--- src/rtl/ber_run_ctrl.sv ---
// Run controller for a parallel BER measurement system: clears the counters, runs until a
// threshold or abort, drains the pipeline, then snapshots the totals for readback.
module ber_run_ctrl #(
    parameter int unsigned CLEAR_CYCLES = 4,
    parameter int unsigned DRAIN_CYCLES = 16
) (
    input  logic        clk,
    input  logic        rst,
    input  logic        start,
    input  logic        abort,
    input  logic [63:0] target_frame_errors,
    input  logic [63:0] max_bits,
    input  logic [63:0] total_bits,
    input  logic [63:0] total_bit_errors_pre,
    input  logic [63:0] total_bit_errors_post,
    input  logic [63:0] total_frames,
    input  logic [63:0] total_frame_errors,
    output logic        sys_en,
    output logic        sys_rstn,
    output logic        busy,
    output logic        done,
    output logic [1:0]  stop_reason,
    input  logic [2:0]  rd_addr,
    output logic [63:0] rd_data
);

    typedef enum logic [2:0] {
        S_IDLE, S_CLEAR, S_RUN, S_DRAIN, S_SNAP, S_DONE
    } state_t;

    state_t      state_q, state_d;
    logic [7:0]  phase_q, phase_d;
    logic [63:0] cyc_q, cyc_d;
    logic [1:0]  reason_q, reason_d;
    logic [63:0] snap_q [6];
    logic [63:0] rd_q, rd_d;
    logic        sys_en_q, sys_rstn_q, busy_q, done_q;
    logic        hit_fe, hit_b;

    assign hit_fe = (target_frame_errors != '0) && (total_frame_errors >= target_frame_errors);
    assign hit_b  = (max_bits != '0) && (total_bits >= max_bits);

    always_comb begin
        state_d  = state_q;
        phase_d  = phase_q + 8'd1;
        cyc_d    = cyc_q;
        reason_d = reason_q;
        case (state_q)
            S_IDLE, S_DONE: begin
                if (start) begin
                    state_d  = S_CLEAR;
                    reason_d = 2'b00;
                    cyc_d    = '0;
                end
            end
            S_CLEAR: begin
                if (abort) begin
                    state_d  = S_DRAIN;
                    reason_d = 2'b11;
                end else if (phase_q == 8'(CLEAR_CYCLES - 1)) begin
                    state_d = S_RUN;
                end
            end
            S_RUN: begin
                if (cyc_q != '1) cyc_d = cyc_q + 64'd1;
                if (abort || hit_fe || hit_b) begin
                    state_d  = S_DRAIN;
                    reason_d = abort ? 2'b11 : (hit_fe ? 2'b01 : 2'b10);
                end
            end
            S_DRAIN: begin
                if (phase_q == 8'(DRAIN_CYCLES - 1)) state_d = S_SNAP;
            end
            S_SNAP:  state_d = S_DONE;
            default: state_d = S_IDLE;
        endcase
        // Phase counter restarts on every state change so each timed state counts from zero.
        if (state_d != state_q) phase_d = '0;
    end

    always_comb begin
        case (rd_addr)
            3'd0:    rd_d = snap_q[0];
            3'd1:    rd_d = snap_q[1];
            3'd2:    rd_d = snap_q[2];
            3'd3:    rd_d = snap_q[3];
            3'd4:    rd_d = snap_q[4];
            3'd5:    rd_d = snap_q[5];
            default: rd_d = '0;
        endcase
    end

    always_ff @(posedge clk or posedge rst) begin
        if (rst) begin
            state_q    <= S_IDLE;
            phase_q    <= '0;
            cyc_q      <= '0;
            reason_q   <= 2'b00;
            rd_q       <= '0;
            sys_en_q   <= 1'b0;
            sys_rstn_q <= 1'b0;
            busy_q     <= 1'b0;
            done_q     <= 1'b0;
            for (int i = 0; i < 6; i++) snap_q[i] <= '0;
        end else begin
            state_q    <= state_d;
            phase_q    <= phase_d;
            cyc_q      <= cyc_d;
            reason_q   <= reason_d;
            rd_q       <= rd_d;
            // Outputs are decoded from the next state so they are registered yet aligned to it.
            sys_en_q   <= (state_d == S_RUN);
            sys_rstn_q <= !((state_d == S_IDLE) || (state_d == S_CLEAR));
            busy_q     <= !((state_d == S_IDLE) || (state_d == S_DONE));
            done_q     <= (state_d == S_DONE);
            if (state_q == S_SNAP) begin
                snap_q[0] <= total_bits;
                snap_q[1] <= total_bit_errors_pre;
                snap_q[2] <= total_bit_errors_post;
                snap_q[3] <= total_frames;
                snap_q[4] <= total_frame_errors;
                snap_q[5] <= cyc_q;
            end
        end
    end

    assign sys_en      = sys_en_q;
    assign sys_rstn    = sys_rstn_q;
    assign busy        = busy_q;
    assign done        = done_q;
    assign stop_reason = reason_q;
    assign rd_data     = rd_q;

endmodule
--- config.mk ---
export PLATFORM = sky130hd
export DESIGN_NAME = ber_run_ctrl
export DESIGN_NICKNAME = d
export VERILOG_FILES = /design/src/rtl/ber_run_ctrl.sv
export SDC_FILE = /design/constraint.sdc
export NUM_CORES = 1
export LEC_CHECK = 0
export CAP_MARGIN = 20
export CORE_ASPECT_RATIO = 0.9
export CORE_MARGIN = 3
export CORE_UTILIZATION = 30
export DETAILED_ROUTE_END_ITERATION = 7
export GPL_ROUTABILITY_DRIVEN = 0
export GPL_TIMING_DRIVEN = 0
export PLACE_DENSITY = 0.55
export RECOVER_POWER = 100
export SLEW_MARGIN = 20
export SYNTH_ARGS = -nofsm -noshare
export SYNTH_HDL_FRONTEND = slang
export SYNTH_SLANG_ARGS = --single-unit
--- constraint.sdc ---
create_clock -name clk -period 43 [get_ports clk]
set_clock_uncertainty 0.15 [all_clocks]
set_input_delay 10.75 -clock clk [delete_from_list [all_inputs] [get_ports clk]]
set_output_delay 10.75 -clock clk [all_outputs]
set_load 0.05 [all_outputs]
# Yosys cells after proc, flatten, opt, wreduce, memory -nomap -nowiden
# Cells that the tools add are included.
[word_totals]
inputBits = 455
out_inout_bits = 70
register_bits = 529
word_cells = 75
[classes]
order_cmp = 2
reduce_logical = 18
n_mux = 17
add_sub_neg = 2
n_eq_ne = 21
[ops]
columns = ["cell", "count"]
rows = [
  ["$pmux 64 s6", 1],
  ["$ge 64x64->1", 2],
  ["$mux 64", 2],
  ["$pmux 64 s2", 1],
  ["$reduce_bool 64->1", 2],
  ["$add 64x1->64 const B", 1],
  ["$ne 64x64->1 const B", 1],
  ["$eq 3x2->1 const B", 5],
  ["$eq 3x3->1 const B", 5],
  ["$mux 3", 5],
  ["$pmux 3 s5", 1],
  ["$mux 2", 5],
  ["$eq 3x1->1 const B", 3],
  ["$logic_not 3->1", 3],
  ["$add 8x1->8 const B", 1],
  ["$eq 8x2->1 const B", 1],
  ["$eq 8x4->1 const B", 1],
  ["$mux 8", 1],
  ["$ne 2x2->1 const B", 4],
  ["$pmux 2 s3", 1],
  ["$logic_or 1x1->1", 4],
  ["$reduce_and 4->1", 1],
  ["$ne 3x3->1", 1],
  ["$reduce_and 3->1", 1],
  ["5 further kinds", 7],
]

# Longest topological paths before layout
# Gate-level depths: netlist of run 1.
[logic_depth]
ltp_word = 9
mapped_depth = 11
mapped_depth_nobuf = 11

# Worst setup path before layout of run 1
# No wires, ideal clock.
[synth_timing]
kind = "input to register"
from = "input target_frame_errors[59]"
to = "register reason_q[1], in the netlist stop_reason[1]"
path_stages = 11
setup_time_ps = 127
setup_slack_ps = 29889
t_required_ps = 42723
n_path_buf = 0
t_arrival_ps = 12833
path_cell_list = "inv_1 > ha_1 > nand4_1 > nor4_2 > nand2_1 > nor3_2 > o311ai_0 > a31o_1 > a31o_2 > nand2_1 > mux2_1"
[synth_between]
elab_chain_cells = 6
elab_cells_between_ends = 11
cone_classes = "order compare (1); eq/ne (1); mux (4); reduce/logical (5)"
[synth_rtl]
columns = ["element", "line", "source"]
rows = [
  ["start, declared", "11", "input logic [63:0] target_frame_errors,"],
  ["$ge 64x64->1 or $reduce_bool 64->1 (tied branches)", "40", "assign hit_fe = (target_frame_errors != '0) && (total_frame_errors >= target_frame_errors);"],
  ["$logic_and 1x1->1 (*)", "40", ""],
  ["$mux 2 or $logic_or 1x1->1 (tied branches) (2 in a row)", "68, 66", ""],
  ["$mux 2 or $ne 2x2->1 (tied branches)", "-", ""],
  ["$pmux 2 s3 or $reduce_and 4->1 (tied branches)", "-", ""],
  ["end signal, assigned", "109", "reason_q <= reason_d;"],
  ["end, declared", "34", "logic [1:0] reason_q, reason_d;"],
]
# Every way passes the cells marked *; elsewhere a longest branch is shown, timed or not. The select of a mux whose other input is x is not followed.
# A chain may end at the register's enable or synchronous reset.

==> impl_metrics.json, run 1 <==
{
  "synthTopCellsByCount": "dfrtp_1, mux2_2, a22oi_1",
  "worstRegToRegCells": 8,
  "nNetsFinal": 3283,
  "core_region_area_mm2": 0.0831,
  "syn_to_final_growth_pct": 34.5,
  "synth_ff_type": "dfrtp_1",
  "drt_iter0_markers": 1699,
  "yosysUniqueCellTypes": 70,
  "cts_sinks": 529,
  "synthCells": 2106,
  "hold_buffers": 0,
  "vias_per_cell": 5.22,
  "hold_violations": 0,
  "yosysTopAreaCellShare_pct": 52.4,
  "synth_top_area_cell": "dfrtp_1",
  "worst_path_max_delay_cell": "clkbuf_1",
  "num_rows": 100,
  "finalInstanceArea_mm2": 0.0340,
  "ys.warnings.count": 0,
  "die_area_mm2": 0.0878,
  "critical_path_class": "in -> async",
  "yosysMostFrequentCell": "dfrtp_1",
  "slew-limit-headroom_pct": -283,
  "cp.required_ns": 42.29,
  "slew_violations": 540,
  "cts-resized-gates": 0,
  "synth_area_leaders": "dfrtp_1, mux2_2, ha_1",
  "ys_ff_latch": 529,
  "wl_um": 105000,
  "cts_setup_buffers": 0,
  "overflow": 0,
  "rsz0062_at_grt": "false",
  "wl_per_cell_um": 27.0,
  "clk_path_buf_depth": 3,
  "initial_utilization_pct": 30.4,
  "finalCriticalPeriod_ns": 21.49,
  "die_h_um": 281,
  "path_max_fanout": 107,
  "ys_async_sr_fraction_pct": 100,
  "ios": 525,
  "whs_path_depth": 1,
  "critPathArrivalTime_ns": 20.77,
  "drt_pass1_iterations": 5,
  "vias": 20300,
  "leakage_nw": 15.9,
  "period_share_pct": 50.0,
  "syn_avg_cell_area_um2": 12.0,
  "die_width_um": 312,
  "fin_setup_tns_ns": 0,
  "grt_pass1_wl_um": 146000,
  "cap_violations": 6,
  "clkSlewWorstSetupHoldPaths_ns": 0.06,
  "numCtsBuffers": 58,
  "port_buffers": 524,
  "synthesis.nets": 2691,
  "min_path_type": "reg -> reg",
  "cp_num_buf_inv": 4,
  "dp_hpwl_um": 83500,
  "worst_pin_slew_ns": 5.75,
  "status": "finished, violations left",
  "htreeDepth": 2,
  "cts_root_buffer": "clkbuf_16",
  "critPathTopFamily": "buffers and inverters",
  "synth_area_mm2": 0.0253,
  "clk_latency_ns": 0.65,
  "dpl-instance-area_mm2": 0.0321,
  "cp.depth": 4,
  "grt_max_degree": 108,
  "synth.yosys.seq_area_share_pct": 52.4,
  "slowest_delay_ns": 4.07,
  "ir_drop_v": 0.0000417,
  "synth_edf_count": 0,
  "critPathLaunchType": "input pin",
  "fill_cells": 7895,
  "fmax_mhz": 46.5,
  "crit_path_end_kind": "asynchronous set/reset pin",
  "drc_errors": 0,
  "grt_util_all_layers_pct": 23.1,
  "antenna_found_initial": 39,
  "drive_gt1_share_pct": 18.5,
  "power.density_mw_per_mm2": 37.1,
  "grt_pass1_vias": 20600,
  "crit_path_frequent_cell": "clkbuf_1",
  "drtAntennaViolNets": 0,
  "regToRegSetupSlack_ns": 39.01,
  "cts_tree": "yes",
  "failed_checks": "max-capacitance violations, max-slew violations",
  "setup_viol": 0,
  "crit_chain": "dlygate4sd3_1 -> clkinvlp_2 -> clkbuf_1 -> clkbuf_1"
}
-- cells in the final DEF (no fill, tap or decap), types with 33 or more instances in the layout --
| cell | n |
|---|---|
| nand4_1 | 48 |
| nor4_1 | 33 |
| clkbuf_16 | 59 |
| dlygate4sd3_1 | 394 |
| mux2_2 | 384 |
| dfrtp_1 | 529 |
| clkbuf_1 | 107 |
| a22oi_1 | 192 |
| o21ai_0 | 40 |
| ha_1 | 130 |
| a21oi_1 | 57 |
| clkdlybuf4s50_1 | 130 |
| inv_1 | 144 |
| nand3_1 | 97 |
| xor2_1 | 35 |
| nand2_1 | 68 |
| nor2_1 | 88 |
-- sequential cells by signal, indices dropped and copies added, names as in the netlist --
signal       count
sys_rstn         1
rd_data         64
sys_en           1
state_q          3
snap_q         384
stop_reason      2
phase_q          8
cyc_q           64
busy             1
done             1
-- cell families after synthesis --
family | synth area share [%]
muxes | 17.2
AOI/OAI and AO/OA | 9.50
adders and majority gates | 6.44
DFF | 52.4
xor gates and xnor gates | 1.84
buffers and inverters | 3.56
and+or+nand+nor | 9.09
-- report_power, final --
group          switching (mW)  internal, mW
clock network           0.215         0.312
logic                   0.103        0.0798
registers              0.0218         0.531
-- layer usage --
metal / GRT usage [%] / share of wire (%)
met5: 0 / 0.10
met4: 5.95 / 2.6
met3: 6.97 / 9.5
met2: 36.2 / 45
met1: 31.2 / 42
-- path summary, 6_finish.rpt --
path / start / endpoint
min: phase_q[0] / phase_q[0]
max reg2reg: state_q[2] / cyc_q[48]
max: rst / snap_q[190]
min in group asynchronous: rst / sys_rstn
max in group clk: target_frame_errors[41] / stop_reason[1]
min reg2reg: phase_q[0] / phase_q[0]
-- metrics by stage --
step                power [mW]  hold slack, ns  utilization, %  std cells  setup WS [ns]
CTS                       1.28           0.314            41.1       3866          28.84
global placement         0.747           0.296            38.4       3752          11.01
global route              1.31           0.329            40.9       3874          19.34
finish                    1.26           0.314            40.9       3882          21.51
detailed placement       0.753           0.307            38.7       3759          28.22
floorplan                0.650           0.283               -       2106          17.32
-- cell type report --
type	count	area (um2)	area share, %
antenna	15	37.5	0.110
multi-input combinational	1338	11100	32.6
buffer	94	359	1.06
clock buffer	86	1710	5.02
sequential	529	13200	38.9
timing repair buffer	532	5300	15.6
clock inverter	21	320	0.942
inverter	145	546	1.60
tap	1122	1400	4.13
-- worst reg2reg max path: cells and delay by family (launching register included) --
family	cells	cell delay, ns
DFF	1	0.37
and+or+nand+nor	4	1.87
buffers and inverters	1	0.18
AOI/OAI and AO/OA	3	1.32
Power figures use the tool's default switching activity.
==> run 2, diff against run 1 <==
Settings changed: PLACE_DENSITY 0.55 to 0.56.
Clock period 43 ns to 19.6 ns, I/O delays scaled along.
==> run 2 against run 1 <==
Effect of this change:
- the run still ends with max-capacitance violations, max-slew violations left
- cell count is 0.41% higher
- register-to-register slack worse by 23 ns
- core utilization is 0.096 points higher
- critical path depth is 4 higher
- die area stayed put
- flip-flop and latch count stayed put
- combinational power is 120% higher
- wire length is 0.21% lower
- critical endpoint is now snap_q[295]
- largest cell class unchanged
- largest power group unchanged
==> impl_metrics.json, run 2 (synthesis results as in run 1) <==
{
  "vias": 20400,
  "grt_util_all_layers_pct": 23.1,
  "die_width_um": 312,
  "clkSlewWorstSetupHoldPaths_ns": 0.06,
  "whs_path_depth": 1,
  "period_share_pct": 63.3,
  "crit_path_end_kind": "asynchronous set/reset pin",
  "r2r-start": "state_q[2]",
  "wl_um": 104000,
  "worst_pin_slew_ns": 1.99,
  "cap_violations": 7,
  "reg2reg_to": "cyc_q[48]",
  "min_from": "phase_q[0]",
  "grt_pass1_wl_um": 148000,
  "initial_utilization_pct": 30.4,
  "drt_iter0_markers": 1734,
  "hold_ws_ns": 0.322,
  "slowest_delay_ns": 1.32,
  "cp_num_buf_inv": 8,
  "crit_path_frequent_cell": "clkbuf_1",
  "hold_buffers": 0,
  "overflow": 0,
  "critical_path_class": "in -> async",
  "failed_checks": "max-capacitance violations, max-slew violations",
  "pre_cts_slack_ns": 10.67,
  "path_max_fanout": 32,
  "min_path_type": "reg -> reg",
  "fmax_mhz": 80.6,
  "cts-resized-gates": 0,
  "syn_to_final_growth_pct": 34.9,
  "critPathLaunchType": "input pin",
  "antenna_found_initial": 40,
  "clk_latency_ns": 0.62,
  "nNetsFinal": 3298,
  "layout_common_cells": "dfrtp_1, dlygate4sd3_1, mux2_2",
  "slew_violations": 214,
  "die_h_um": 281,
  "hold_violations": 0,
  "worstRegToRegCells": 8,
  "critPathTopFamily": "buffers and inverters",
  "clk_path_buf_depth": 3,
  "cts_setup_buffers": 0,
  "finalWorstSetupSlack_ns": 7.20,
  "ir_drop_v": 0.0000641,
  "final_common_cell": "dfrtp_1",
  "ios": 525,
  "critPathArrivalTime_ns": 12.80,
  "drive_gt1_share_pct": 18.5,
  "vias_per_cell": 5.24,
  "rsz0062_at_grt": "false",
  "num_rows": 100,
  "worst_path_max_delay_cell": "clkbuf_1",
  "power.density_mw_per_mm2": 81.0,
  "grt_pass1_vias": 21000,
  "drt_pass1_iterations": 5,
  "regToRegSetupSlack_ns": 15.74,
  "drtAntennaViolNets": 0,
  "finalCriticalPeriod_ns": 12.40,
  "dp_hpwl_um": 84900,
  "htreeDepth": 2,
  "drc_errors": 0,
  "hold-path-endpoint": "phase_q[0]",
  "largest_reg_flops": 384,
  "cts_tree": "yes",
  "numCtsBuffers": 57,
  "leakage_nw": 16.0,
  "wl_per_cell_um": 26.8,
  "cp.required_ns": 20.00,
  "grt_max_degree": 33,
  "die_area_mm2": 0.0878,
  "core_region_area_mm2": 0.0831,
  "cts_sinks": 529,
  "status": "finished, violations left",
  "fin_setup_tns_ns": 0,
  "cts_root_buffer": "clkbuf_16",
  "top_register": "snap_q",
  "crit_chain": "dlygate4sd3_1 -> clkinvlp_2 -> clkbuf_1 -> clkbuf_1 -> clkbuf_1 -> clkbuf_1 -> clkbuf_1 -> clkbuf_1",
  "setup_viol": 0,
  "port_buffers": 524,
  "slew-limit-headroom_pct": -32.6
}
==> run 2: changes by cell type in the layout (fill, tap and decap cells not counted), moves of 2 or more <==
cell	before	now
inv_16	0	2
clkbuf_1	107	119
clkinv_16	2	0
clkinvlp_4	2	4
buf_12	0	3
clkbuf_16	59	57
==> run 2: per-stage QoR <==
stage	utilization [%]	instance area (um2)	total power [mW]	std cells
2_1_floorplan	-	25300	1.43	2106
3_3_place_gp	38.4	31900	1.64	3752
3_5_place_dp	39.1	32500	1.66	3776
4_1_cts	41.5	34400	2.81	3883
5_1_grt	41.0	34100	2.87	3886
6_report	41.0	34100	2.76	3898
==> run 2: worst max path at each step <==
stage,startpoint,to,slack [ns],depth (start not counted)
6_report,rst,snap_q[295],7.20,8
5_1_grt,rst,snap_q[231],5.65,8
4_1_cts,target_frame_errors[41],stop_reason[1],11.31,12
3_5_place_dp,target_frame_errors[41],stop_reason[1],10.67,12
3_3_place_gp,rst,rd_data[33],3.88,2
2_1_floorplan,rst,busy,7.36,1
==> run 2: routing by layer <==
| metal | up-vias | GRT usage (%) | wire length [um] |
|---|---|---|---|
| met5 | - | 0 | 88 |
| met4 | 14 | 4.42 | 1940 |
| met3 | 128 | 5.11 | 8030 |
| met2 | 860 | 36.8 | 47600 |
| met1 | 10500 | 32.6 | 46800 |
| li1 | 8943 | - | - |
==> run 2: worst reg2reg max path, delay by kind of cell, from the launching register on <==
kind            cells  cell delay, ns
compound gates      3            1.28
buf+inv             1            0.18
simple gates        4            1.78
flops               1            0.37
==> run 2: where the power goes <==
part / internal (mW) / switching (mW)
combinational: 0.177 / 0.227
sequential: 1.16 / 0.0473
clock: 0.672 / 0.474
==> run 2: layout make-up <==
cell class	count	area, um2
inverter	145	546
timing repair buffer	548	5430
buffer	94	358
antenna	15	37.5
sequential	529	13200
fill	7953	49000
clock inverter	23	319
clock buffer	84	1670
multi-input combinational	1338	11100
tap	1122	1400
